--- src/rtl/data_memory_pkg.sv ---
// rtl/data_memory_pkg.sv - shared state encoding and read-during-write policy codes
package data_memory_pkg;

    typedef enum logic {
        CLEAR = 1'b0,
        IDLE  = 1'b1
    } state_t;

    localparam int RDW_OLD = 0;
    localparam int RDW_NEW = 1;

endpackage

--- src/rtl/mem_array.sv ---
// rtl/mem_array.sv - word storage: synchronous write, combinational read, no reset
module mem_array #(
    parameter int DATA_W = 4,
    parameter int ADDR_W = 4,
    parameter int DEPTH  = 16
) (
    input  logic              clk,
    input  logic              we,
    input  logic [ADDR_W-1:0] waddr,
    input  logic [DATA_W-1:0] wdata,
    input  logic [ADDR_W-1:0] raddr,
    output logic [DATA_W-1:0] rdata
);

    localparam logic [ADDR_W:0] DEPTH_C = (ADDR_W+1)'(DEPTH);

    logic [DATA_W-1:0] mem [DEPTH];

    always_ff @(posedge clk) begin
        if (we && ({1'b0, waddr} < DEPTH_C)) begin
            mem[waddr] <= wdata;
        end
    end

    assign rdata = ({1'b0, raddr} < DEPTH_C) ? mem[raddr] : '0;

endmodule

--- src/rtl/data_memory_param.sv ---
// rtl/data_memory_param.sv - single-port data memory with power-up clear sweep,
// range checking and selectable read-during-write behaviour
module data_memory_param
    import data_memory_pkg::*;
#(
    parameter int DATA_W   = 4,
    parameter int ADDR_W   = 4,
    parameter int DEPTH    = 16,
    parameter int RDW_MODE = 0
) (
    input  logic              clk,
    input  logic              rst,
    input  logic [ADDR_W-1:0] M_add,
    input  logic              M_we,
    input  logic              M_re,
    input  logic [DATA_W-1:0] M_wd,
    output logic [DATA_W-1:0] M_rd,
    output logic              M_rvalid,
    output logic              M_ready,
    output logic              M_err
);

    localparam logic [ADDR_W:0]   DEPTH_C  = (ADDR_W+1)'(DEPTH);
    localparam logic [ADDR_W-1:0] LAST_CNT = ADDR_W'(DEPTH - 1);

    state_t            state_q, state_d;
    logic [ADDR_W-1:0] cnt_q, cnt_d;
    logic [DATA_W-1:0] rd_q, rd_d;
    logic              rvalid_q, rvalid_d;
    logic              err_q, err_d;

    logic              mem_we;
    logic [ADDR_W-1:0] mem_waddr;
    logic [DATA_W-1:0] mem_wdata;
    logic [DATA_W-1:0] mem_rdata;
    logic              in_range;
    logic              ready;

    mem_array #(
        .DATA_W (DATA_W),
        .ADDR_W (ADDR_W),
        .DEPTH  (DEPTH)
    ) u_mem (
        .clk   (clk),
        .we    (mem_we),
        .waddr (mem_waddr),
        .wdata (mem_wdata),
        .raddr (M_add),
        .rdata (mem_rdata)
    );

    assign in_range = ({1'b0, M_add} < DEPTH_C);
    assign ready    = (state_q == IDLE);

    always_comb begin
        state_d   = state_q;
        cnt_d     = cnt_q;
        rd_d      = rd_q;
        rvalid_d  = 1'b0;
        err_d     = 1'b0;
        mem_we    = 1'b0;
        mem_waddr = M_add;
        mem_wdata = M_wd;
        case (state_q)
            CLEAR: begin
                mem_we    = 1'b1;
                mem_waddr = cnt_q;
                mem_wdata = '0;
                if (cnt_q == LAST_CNT) begin
                    state_d = IDLE;
                    cnt_d   = '0;
                end else begin
                    cnt_d = cnt_q + 1'b1;
                end
            end
            IDLE: begin
                mem_we = M_we && in_range;
                err_d  = (M_we || M_re) && !in_range;
                if (M_re) begin
                    rvalid_d = 1'b1;
                    // mem_rdata is still the pre-write word, which gives old-data behaviour
                    if (!in_range) begin
                        rd_d = '0;
                    end else if (RDW_MODE == RDW_NEW && M_we) begin
                        rd_d = M_wd;
                    end else begin
                        rd_d = mem_rdata;
                    end
                end
            end
            default: state_d = CLEAR;
        endcase
    end

    always_ff @(posedge clk or negedge rst) begin
        if (!rst) begin
            state_q  <= CLEAR;
            cnt_q    <= '0;
            rd_q     <= '0;
            rvalid_q <= 1'b0;
            err_q    <= 1'b0;
        end else begin
            state_q  <= state_d;
            cnt_q    <= cnt_d;
            rd_q     <= rd_d;
            rvalid_q <= rvalid_d;
            err_q    <= err_d;
        end
    end

    assign M_rd     = rd_q;
    assign M_rvalid = rvalid_q;
    assign M_ready  = ready;
    assign M_err    = err_q;

endmodule

--- config.mk ---
export PLATFORM = sky130hd
export DESIGN_NAME = data_memory_param
export DESIGN_NICKNAME = d
export VERILOG_FILES = /design/src/rtl/data_memory_pkg.sv /design/src/rtl/mem_array.sv /design/src/rtl/data_memory_param.sv
export SDC_FILE = /design/constraint.sdc
export NUM_CORES = 1
export LEC_CHECK = 0
export CORE_UTILIZATION = 31
export CTS_BUF_LIST = sky130_fd_sc_hd__clkbuf_4 sky130_fd_sc_hd__clkbuf_8
export CTS_CLUSTER_DIAMETER = 80
export DETAILED_ROUTE_END_ITERATION = 7
export SYNTH_ARGS = -nofsm -noshare
export SYNTH_HDL_FRONTEND = slang
export SYNTH_SLANG_ARGS = --single-unit
export TNS_END_PERCENT = 50
--- constraint.sdc ---
create_clock -name clk -period 1.9 [get_ports clk]
set_input_delay 0.38 -clock clk [delete_from_list [all_inputs] [get_ports clk]]
set_output_delay 0.38 -clock clk [all_outputs]
set_load 0.05 [all_outputs]
### Yosys cells after proc, flatten, opt, wreduce, memory -nomap -nowiden

Memories as Yosys holds them, arrays and structs flattened. A register that Yosys moved wholly into a read port is not among the register bits.
Cells that the tools add are included.

* flip-flop bits (word level): 6
* bits in writable memories: 64
* output and inout bits: 7
* word-level logic and storage cells: 19
* memories kept: 1

* $add $sub $neg: 1
* eq/ne operators: 1
* muxes and demuxes: 10
* bitwise logic cells: 1
* reduce and logical (&&, ||, !) cells: 2

Memory list
* u_mem.mem: depth 16, bits a word 4, rd ports 1, clocked after Yosys merged registers in 1, write ports 1, line mem_array.sv:17 `logic [DATA_W-1:0] mem [DEPTH];`

Operators by type and width (count)
* 2-to-1 mux 4 bit: 3
* 2-to-1 mux 1 bit: 6
* adder 4 x 1 -> 4 bit (second input constant): 1
* equality test 4 bit (second input constant): 1
* case mux 1 bit (2 select lines): 1
* AND reduction 2 bit: 1
* zero test 1 bit: 1
* inverter 1 bit: 1

### Logic depth before layout (Yosys ltp)

* word-level depth: 4
* mapped depth: 7
* mapped depth without buffers: 4

### Modules after synthesis

From an unflattened synthesis, not the netlist that was laid out.

* cell total of the unflattened synthesis: 167
* area total of the unflattened synthesis: 3094.2 um^2

Modules (own cells, without submodules)
* mem_array: instances 1, cells each 126, area each 2586.2 um^2, seq. area each 1921.8 um^2
* data_memory_param: instances 1, cells each 41, area each 508.0 um^2, seq. area each 250.2 um^2

### Worst setup path after synthesis

No wires, ideal clock.

* kind: register to register
* start: register state_q (netlist: M_ready)
* end: memory u_mem.mem[13][0] (enable)
* setup time: 0.329 ns
* data arrival time: 1.451 ns
* data required time: 1.571 ns
* setup slack: 0.119 ns
* cell stages (with the launch flop): 4
* path buffers: 1
* period minus slack after synthesis: 1.781 ns
* cell sequence: dfrtp_1 > clkbuf_1 > a41oi_1 > nor2_1

* cells in the longest elaborated chain, start to end: 4
* elaborated cells on any way between the ends: 5

Ends and longest elaborated chain
* from (decl): line data_memory_param.sv:26 `state_t state_q, state_d;`
* from (signal assigned): line data_memory_param.sv:103 `state_q <= state_d;`
* inverter 1 bit
* case mux 1 bit (2 select lines): line data_memory_param.sv:64 `case (state_q)`
* 2-to-1 mux 1 bit: line mem_array.sv:20 `if (we && ({1'b0, waddr} < DEPTH_C)) begin`
* 2-to-1 mux 1 bit (implied by the code): line mem_array.sv:21 `mem[waddr] <= wdata;`
* to (decl): line mem_array.sv:17

Several ways; a longest one is shown, not always the timed one.

### Worst setup path after layout

* start: register rvalid_q (netlist: M_rvalid)
* end: output port M_rvalid

RTL lines
* from (decl): line data_memory_param.sv:29 `logic rvalid_q, rvalid_d;`
* from (signal assigned): line data_memory_param.sv:106 `rvalid_q <= rvalid_d;`
* to (decl): line data_memory_param.sv:18 `output logic M_rvalid,`

No word-level cell between the ends.

==> results.yml <==
outcome:
  status: "finished, final reports clean"
pwr:
  peakVddDrop_mv: 0.272
  powerDensity_nw_per_um2: 860
  p_leak_nw: 1.35
  p_total_mw: 3.28
sta:
  fin_tns_setup_ns: 0
  fin_crit_sh_pct: 96.1
  finClkSkew_ns: 0.00771
  slew_headroom_pct: 64.8
  fmax_mhz: 547
  worst_slew_pin_slew_ns: 0.528
  rsz0062_at_grt: "no"
  hold_viol: 0
  setup_violations: 0
  period_minus_slack_ns: 1.83
  drv_slew: 0
cells_and_area:
  area_growth_pct: 22.8
  fin_area_sq_um: 3810
  seq_area_sq_um: 2170
  fillerInstances: 926
  drive_above_1_share_pct: 21.5
  nets: 254
  multi_input_area_sq_um: 840
  diodes: 0
worst_setup_path:
  cp_top_family: "buffers and inverters"
  crit_arrival_ns: 1.45
  crit_path_start_kind: "flop"
  cp-startpoint: "M_rvalid"
  cp_slowest_stage_delay_ns: 0.79
  rr_worst_depth: 5
  crit_path_max_fanout: 1
  worst-path-stages: 1
  worst-path-buf-inv: 1
  crit_path_end_kind: "primary output"
  critPathCapture: "M_rvalid"
  r2r_end: "u_mem.mem[5][3]"
  cpMaxStageDelayCell: "clkdlybuf4s50_1"
  cp.required_ns: 1.52
  path_class: "reg2out"
  r2r_slack_ns: 0.14
  r2r_start: "M_ready"
  path_cells: "clkdlybuf4s50_1"
clocking:
  cts_max_level: 3
  clkLatencyLatePin_ns: 0.34
  clock_sinks: 74
  cts_hold_buf: 0
  cts_resized: 1
  cts_tree: "built"
  clk_pin_slew_ns: 0.08
  post_cts_buffers: 0
  clk_path_buf_depth: 2
  cts-buffers-inserted: 9
  clockRootBuffer: "clkbuf_8"
run:
  drv_cap: 0
detailed_routing:
  viasPerCell: 4.61
  dr.pass1.iters: 4
  first_iter_violations: 71
  avgRoutedWirePerCell_um: 16.3
  routed_wl_um: 6170
  ant_nets: 0
  post-route-drc-count: 0
  dr_total_vias: 1748
die:
  die_x_um: 102
  num_rows: 36
  initial_core_util_pct: 31.9
  die_y_um: 102
  die-area_sq_um: 10400
  core_sq_um: 9730
  io_pins: 19
synthesis:
  synth.area.mux_share_pct: 12.6
  synth_area_leaders: "edfxtp_1 62%, dfrtp_1 8.1%, mux2i_1 6.5%, mux4_2 5.8%, nor2_1 3.1%"
  synth_top_family_by_area: "multiplexers"
  synth_xor_xnor_area_share_pct: 0.282
  synth-seq-cells: 74
  async_reset_ff_share_pct: 13.5
  yosys.area_share.simple_pct: 9.04
  synth_edf_count: 64
  synthFlopType: "edfxtp_1"
  ys_top_cells_by_count: "64 x edfxtp_1, 26 x nor2_1, 20 x mux2i_1, 10 x dfrtp_1"
  ys_warn_count: 0
  synth_most_common_cell: "edfxtp_1"
  synth.avg_cell_area_sq_um: 15.6
  synth_compound_area_share_pct: 4.60
  seq_area_frac_synth_pct: 70.1
  syn_nets: 212
  yosys.area.top_type_share_pct: 62.0
  ys_types: 32
  synth_area_sq_um: 3100
  yosys.area.top_type: "edfxtp_1"
  synthAdderAreaFrac_pct: 0.404
  netlist_instances: 199
placed_design:
  placed_cell_area_sq_um: 3600
  portBuffers: 17
  globalplace.congestion: 0.738
  dpl.hpwl_um: 4300
grt:
  grt_max_degree: 17
  grt_pass1_vias: 1678
  grt_usage_pct: 12.6
  grt_overflow: 0
  grt_pass1_wl_um: 9400
  antenna_found_initial: 0
hold_path:
  hold_class: "in2async"
worst min path at each step:
stage / startpoint / to / slack [ns]
2_1_floorplan: rst / M_rd[0] / 0.08
3_3_place_gp: M_rd[3] / M_rd[3] / 0.54
3_5_place_dp: M_rd[0] / M_rd[0] / 0.55
4_1_cts: rst / cnt_q[3] / 0.35
5_1_grt: rst / cnt_q[1] / 0.38
6_report: rst / M_rd[2] / 0.35
layout by cell type (no fill, tap or decap), types with 2 or more instances in the layout:
cell              n
nor2b_1           4
inv_1             2
o21ai_0           2
a22oi_1           4
mux4_2            8
mux2i_1          20
nand2b_1          2
a32oi_1           2
dlymetal6s2s_1    3
buf_12            5
nor3_1            2
nor2_1           26
and2_1            5
or2_1             4
nand3_1           4
a31oi_1           8
a21oi_1           2
dfrtp_1           9
buf_4            22
edfxtp_1         64
clkbuf_8          9
clkinv_4          3
clkdlybuf4s50_1  12
nand2_1           7
nand4_1           4
worst reg2reg max path, cell delays in order (launching register included):
cell and delay (ns):
dfrtp_2 0.52, nand2b_1 0.22, nor2_1 0.10, a31oi_1 0.06, buf_4 0.17, nor2_1 0.35
logic make-up after synthesis:
family,count (synthesis)
compound gates,21
xor+xnor,1
fa+ha+maj,1
buf+inv,13
flops,74
mux,29
other cells,1
simple gates,59
area by class of cell:
class	instances	share of cell area, %
sequential	74	57.1
timing repair buffer	42	11.1
tap	133	4.37
multi-input combinational	112	22.0
clock buffer	10	3.45
inverter	2	0.197
clock inverter	6	1.77
flip-flops by register name (all words and copies together) (netlist names):
register and count:
M_rd 4, M_ready 1, M_rvalid 1, cnt_q 4
u_mem.mem 64
power by group:
part	leakage, nW	internal (mW)	switching, mW
combinational	0.556	0.125	0.168
clock	0.0975	0.623	0.570
sequential	0.699	1.78	0.00591
total	1.35	2.53	0.745
routing by layer:
metal	vias up	wire length, um	track usage, %
li1	846	-	-
met1	843	2960	17.5
met2	49	2800	19.2
met3	10	282	2.46
met4	0	130	5.93
met5	-	0	0
metrics by stage:
step	hold slack [ns]	instances	util, %	setup slack, ns
after floorplan	0.0844	199	-	0.119
after global placement	0.538	363	37.0	-0.222
after detailed placement	0.546	363	37.0	-0.206
after CTS	0.350	379	39.1	0.0140
after global routing	0.377	379	39.1	0.0232
final	0.346	379	39.1	0.0734
No activity file was read; power rests on OpenSTA's default activity.
